**config.mk**
```make
export PLATFORM = sky130hd
export DESIGN_NAME = multi_timer
export DESIGN_NICKNAME = d
export VERILOG_FILES = /design/src/rtl/multi_timer_pkg.sv /design/src/rtl/multi_timer_channel.sv /design/src/rtl/multi_timer.sv
export SDC_FILE = /design/constraint.sdc
export NUM_CORES = 1
export LEC_CHECK = 0
export ABC_AREA = 1
export BUFFER_PORTS_ARGS = -buffer_cell sky130_fd_sc_hd__buf_2
export CAP_MARGIN = 20
export CORE_MARGIN = 2
export CORE_UTILIZATION = 37
export CTS_CLUSTER_DIAMETER = 120
export DETAILED_ROUTE_END_ITERATION = 7
export HOLD_SLACK_MARGIN = 0.12
export PLACE_DENSITY = 0.63
export SLEW_MARGIN = 20
export SYNTH_ARGS = -nofsm -noshare
export SYNTH_HDL_FRONTEND = slang
export SYNTH_SLANG_ARGS = --single-unit
```
**constraint.sdc**
```tcl
create_clock -name clk -period 2.2 [get_ports clk]
set_clock_uncertainty 0.15 [all_clocks]
set_input_delay 0.11 -clock clk [delete_from_list [all_inputs] [get_ports clk]]
set_output_delay 0.11 -clock clk [all_outputs]
set_load 0.01 [all_outputs]
```
**src/rtl/multi_timer_pkg.sv**
```systemverilog
// Shared types and elaboration helpers for the multi-channel tick timer.
package multi_timer_pkg;

  typedef enum logic [1:0] {
    IDLE = 2'd0,
    RUN  = 2'd1,
    HOLD = 2'd2
  } timer_state_e;

  function automatic int unsigned cycles_per_tick(int unsigned freq_mhz, int unsigned tick_us);
    return freq_mhz * tick_us;
  endfunction

endpackage

```
**src/rtl/multi_timer_channel.sv**
```systemverilog
// One timer channel: IDLE/RUN/HOLD control, private cycle prescaler and tick down-counter.
module multi_timer_channel
  import multi_timer_pkg::*;
#(
  parameter int unsigned CyclesPerTick = 2,
  parameter int unsigned CountW        = 16
) (
  input  logic              clk_i,
  input  logic              rst_ni,
  input  logic              start_i,
  input  logic              stop_i,
  input  logic              pause_i,
  input  logic              periodic_i,
  input  logic [CountW-1:0] duration_i,
  output logic              done_o,
  output logic              busy_o,
  output logic [CountW-1:0] remaining_o
);

  localparam int unsigned PresW = (CyclesPerTick > 1) ? $clog2(CyclesPerTick) : 1;
  localparam logic [PresW-1:0] PresMax = PresW'(CyclesPerTick - 1);

  timer_state_e      state_q, state_d;
  logic [PresW-1:0]  presc_q, presc_d;
  logic [CountW-1:0] remaining_q, remaining_d;
  logic [CountW-1:0] reload_q, reload_d;
  logic              periodic_q, periodic_d;
  logic              done_q, done_d;

  always_comb begin
    state_d     = state_q;
    presc_d     = presc_q;
    remaining_d = remaining_q;
    reload_d    = reload_q;
    periodic_d  = periodic_q;
    done_d      = 1'b0;

    // Priority: stop beats start, start beats counting (so a restart drops the old expiry).
    if (stop_i) begin
      state_d     = IDLE;
      presc_d     = '0;
      remaining_d = '0;
    end else if (start_i) begin
      presc_d = '0;
      if (duration_i == '0) begin
        state_d     = IDLE;
        remaining_d = '0;
        done_d      = 1'b1;
      end else begin
        state_d     = pause_i ? HOLD : RUN;
        remaining_d = duration_i;
        reload_d    = duration_i;
        periodic_d  = periodic_i;
      end
    end else if (state_q != IDLE) begin
      state_d = pause_i ? HOLD : RUN;
      if (!pause_i) begin
        if (presc_q == PresMax) begin
          presc_d = '0;
          if (remaining_q == CountW'(1)) begin
            done_d = 1'b1;
            if (periodic_q) begin
              remaining_d = reload_q;
            end else begin
              remaining_d = '0;
              state_d     = IDLE;
            end
          end else begin
            remaining_d = remaining_q - CountW'(1);
          end
        end else begin
          presc_d = presc_q + PresW'(1);
        end
      end
    end
  end

  always_ff @(posedge clk_i or negedge rst_ni) begin
    if (!rst_ni) begin
      state_q     <= IDLE;
      presc_q     <= '0;
      remaining_q <= '0;
      reload_q    <= '0;
      periodic_q  <= 1'b0;
      done_q      <= 1'b0;
    end else begin
      state_q     <= state_d;
      presc_q     <= presc_d;
      remaining_q <= remaining_d;
      reload_q    <= reload_d;
      periodic_q  <= periodic_d;
      done_q      <= done_d;
    end
  end

  assign done_o      = done_q;
  assign busy_o      = (state_q != IDLE);
  assign remaining_o = remaining_q;

endmodule

```
**src/rtl/multi_timer.sv**
```systemverilog
// NUM_CH independent tick timers with a registered remaining-ticks readout port.
module multi_timer
  import multi_timer_pkg::*;
#(
  parameter int unsigned NUM_CH              = 4,
  parameter int unsigned CLOCK_FREQUENCY_MHZ = 50,
  parameter int unsigned TICK_US             = 1000,
  parameter int unsigned COUNT_W             = 16,
  localparam int unsigned RD_W               = (NUM_CH > 1) ? $clog2(NUM_CH) : 1
) (
  input  logic                       clk,
  input  logic                       rst_n,
  input  logic [NUM_CH-1:0]          start,
  input  logic [NUM_CH-1:0]          stop,
  input  logic [NUM_CH-1:0]          pause,
  input  logic [NUM_CH-1:0]          periodic,
  input  logic [NUM_CH*COUNT_W-1:0]  duration,
  output logic [NUM_CH-1:0]          done,
  output logic [NUM_CH-1:0]          busy,
  input  logic [RD_W-1:0]            rd_sel,
  output logic [COUNT_W-1:0]         rd_remaining
);

  localparam int unsigned P = cycles_per_tick(CLOCK_FREQUENCY_MHZ, TICK_US);

  if (P == 0) begin : g_bad_period
    $error("multi_timer: cycles per tick must be at least 1");
  end

  logic [NUM_CH-1:0][COUNT_W-1:0] remaining;
  logic [COUNT_W-1:0]             rd_remaining_q, rd_remaining_d;

  for (genvar g = 0; g < NUM_CH; g++) begin : g_ch
    multi_timer_channel #(
      .CyclesPerTick (P),
      .CountW        (COUNT_W)
    ) u_channel (
      .clk_i       (clk),
      .rst_ni      (rst_n),
      .start_i     (start[g]),
      .stop_i      (stop[g]),
      .pause_i     (pause[g]),
      .periodic_i  (periodic[g]),
      .duration_i  (duration[g*COUNT_W +: COUNT_W]),
      .done_o      (done[g]),
      .busy_o      (busy[g]),
      .remaining_o (remaining[g])
    );
  end

  // Out-of-range selects match no channel and read back as zero.
  always_comb begin
    rd_remaining_d = '0;
    for (int i = 0; i < NUM_CH; i++) begin
      if (rd_sel == RD_W'(i)) rd_remaining_d = remaining[i];
    end
  end

  always_ff @(posedge clk or negedge rst_n) begin
    if (!rst_n) rd_remaining_q <= '0;
    else        rd_remaining_q <= rd_remaining_d;
  end

  assign rd_remaining = rd_remaining_q;

endmodule

```
==> reports/metrics.yaml <==
status:
  run_status: "completed"
power:
  ir_worst_vdd_v: 0.000442
  pwr_density_cell_nw_per_um2: 684
  power.leakage_nw: 8.47
setup_path:
  critPathRequiredTime_ns: 2.45
  cp_common_cell: "nand2_1"
  critPathLaunchType: "input pin"
  critPathBufInv: 4
  critPathTopFamily: "buffers and inverters"
  path_max_fanout: 16
  crit_chain: "dlygate4sd3_1 -> buf_2 -> nor2_1 -> nand3_1 -> nor2_2 -> nand2_1 -> nand2_2 -> nor2_2 -> buf_6 -> nand2_1 -> nand2_1 -> dlygate4sd3_1"
  crit_path_end_kind: "flip-flop"
  crit_arrival_ns: 2.31
  critical-path-slowest-cell: "dlygate4sd3_1"
  crit_path_max_incr_delay_ns: 0.57
  crit_type: "input pin to flip-flop"
timing:
  worst_pin_slew_ns: 0.972
  fin_ws_ns: 0.142
  timing.setup.tns_ns: 0
  slew_violations: 0
  min_period_ns: 2.06
  slew_headroom: 0.350
  fmax_mhz: 486
  hold_violations: 0
  rsz0062_at_grt: "false"
  setup_viol: 0
  finalCritPeriodShare: 0.935
clock_tree:
  clock-sinks: 224
  clk_pin_slew_ns: 0.06
  cts_tree: "done"
  root_buffer: "clkbuf_16"
  cts_htree_levels: 1
  cts_buffer_depth: 3
  numCtsBuffers: 27
  insertion_delay_ns: 0.54
logic_synthesis:
  synth_top_area_share: 0.399
  syn_area_sq_um: 14000
  synth_area_leader_cell: "dfrtp_1"
  netlist_top_cells_area: "dfrtp_1 40%, nand2_1 17%, nand3_1 7.1%, nor2_1 6.5%, inv_1 6.4%"
  ys_ff_latch: 224
  synth-seq-area-share: 0.399
  synthArstFlopShare: 1.00
  synth.most_common_cell: "nand2_1"
  synth-main-ff-cell: "dfrtp_1"
  synth-edff-count: 0
  synth.avg_cell_area_sq_um: 6.86
  postSynthCellCount: 2045
  ys_types: 44
  synth_commonest_cells: "629 x nand2_1, 243 x nor2_1, 240 x inv_1, 224 x dfrtp_1, 198 x nand3_1"
  ys_warn_count: 0
  synthesis.nets: 2141
route:
  dr.first_iter.drc_count: 1038
  dr.pass1.iters: 5
  wl_per_cell_um: 14.4
  antenna_left: 0
  drc: 0
  routed_wl_um: 40300
  vias_per_cell: 4.94
  vias: 13831
layout:
  drive_above_1_share: 0.128
  final_cells: 2797
  area.growth.synth_to_final_pct: 22.0
  nets: 2368
  fillers: 3851
hold_path:
  hp-class: "input pin to flip-flop"
floorplanning:
  dieHeight_um: 199
  coreArea_sq_um: 37500
  fp-row-count: 71
  fp.dieArea_sq_um: 39500
  die_width_um: 199
  ios: 108
  floorplan.initialDensity: 0.374
global_routing:
  grt_max_degree: 62
  grt_pass1_vias: 13244
  globalRoute.totalOverflow: 0
  grt_pass1_wl_um: 66600
  grtUsageTotal: 0.207
  antenna_found_initial: 3
place:
  dp_hpwl_um: 29400
  place_ws_ns: 0.0987
  port_buffers: 107
  numPlacedInstances: 2633
  gp_congestion: 0.914
flow_run:
  cap_violations: 0
==> final timing paths <==
path / startpoint / endpoint / slack [ns] / cells after the start
max in group asynchronous: rst_n / g_ch[2].u_channel.reload_q[12] / 0.98 / 4
min in group asynchronous: rst_n / rd_remaining[1] / 0.59 / 4
setup reg to reg: g_ch[2].u_channel.remaining_o[1] / g_ch[2].u_channel.remaining_o[13] / 0.15 / 11
hold / removal: start[3] / g_ch[3].u_channel.presc_q[2] / 0.14 / 4
setup / recovery: duration[30] / g_ch[1].u_channel.reload_q[8] / 0.14 / 12
hold reg to reg: g_ch[3].u_channel.reload_q[6] / g_ch[3].u_channel.reload_q[6] / 0.33 / 2
==> final cells by class <==
class | instances | area [sq um] | area share
multi-input combinational | 1506 | 7100 | 0.414
antenna | 2 | 5.00 | 0.000292
clock buffer | 36 | 739 | 0.0432
clock inverter | 5 | 50.0 | 0.00292
tap | 511 | 639 | 0.0373
inverter | 256 | 966 | 0.0564
timing repair buffer | 257 | 2020 | 0.118
sequential | 224 | 5610 | 0.327
==> worst reg2reg max path, cell delays in order, from the launching register on <==
cell     delay, ns
dfrtp_1       0.43
inv_1         0.13
ha_1          0.22
nand3_1       0.11
nor2_2        0.18
nand2_4       0.16
inv_2         0.12
o21ai_0       0.12
nand2_1       0.09
nand2_1       0.04
nand2_1       0.09
nand2_1       0.06
==> state kept, by name, indices dropped and copies added, names as in the netlist <==
register / cells
g_ch.u_channel.reload_q: 64
g_ch.u_channel.remaining_o: 64
g_ch.u_channel.state_q: 8
g_ch.u_channel.presc_q: 64
g_ch.u_channel.done_o: 4
g_ch.u_channel.periodic_q: 4
rd_remaining: 16
==> routing by layer <==
layer	vias to the layer above	global-route usage	wire (um)
met5	-	0	7
met4	2	0.0558	965
met3	69	0.0300	2280
met2	345	0.333	18100
met1	6459	0.291	19000
li1	6956	-	-
==> power by group <==
part	switching [mW]	internal (mW)
Clock	1.73	2.43
Combinational	1.70	0.975
Sequential	0.371	4.51
==> placed cells by master, fill, tap and decap left out, types with 3 or more instances in the layout <==
| cell | n |
|---|---|
| nand2_1 | 628 |
| inv_1 | 239 |
| nor2_1 | 238 |
| dfrtp_1 | 224 |
| nand3_1 | 198 |
| o21ai_0 | 133 |
| dlygate4sd3_1 | 114 |
| buf_2 | 106 |
| a21oi_1 | 61 |
| nand4_1 | 32 |
| buf_4 | 30 |
| nor2_2 | 28 |
| clkbuf_16 | 27 |
| nand2_2 | 23 |
| nor3_1 | 22 |
| o21ai_1 | 20 |
| xor2_1 | 17 |
| o22ai_1 | 16 |
| nor2_4 | 15 |
| nand3_2 | 13 |
| inv_2 | 12 |
| ha_1 | 12 |
| nand2_4 | 8 |
| clkinv_2 | 6 |
| clkbuf_1 | 6 |
| o31ai_1 | 5 |
| nor3_2 | 5 |
| buf_12 | 5 |
| o21bai_1 | 4 |
| o21a_1 | 3 |
| o21ai_2 | 3 |
| xnor2_1 | 3 |
| a22o_1 | 3 |
| a31oi_1 | 3 |
| and3_1 | 3 |
| clkbuf_8 | 3 |
==> stage by stage <==
step,utilization,hold slack [ns],area [sq um],power [mW]
floorplan,-,-0.336,14000,6.53
global placement,0.403,-0.103,15100,7.37
detailed placement,0.403,-0.111,15100,7.40
CTS,0.455,0.136,17100,11.8
global route,0.457,0.188,17100,12.4
finish,0.457,0.141,17100,11.7
==> timing repair <==
action / CTS / global route
gates resized for setup: 0 / 10
hold buffers: 117 / 0
setup buffers: 0 / 6
endpoints found under the setup margin: 0 / 25
endpoints found under the hold margin: 412 / 0
==> kinds of logic (layout without fill, tap and decap cells) <==
group	count (synthesis)	count (layout)	share of synthesized area
buf+inv	315	554	0.0969
fa+ha+maj	12	12	0.0107
other cells	0	2	0
simple gates	1219	1219	0.383
compound gates	255	255	0.0972
flops	224	224	0.399
xor+xnor	20	20	0.0125
Power figures use the tool's default switching activity.
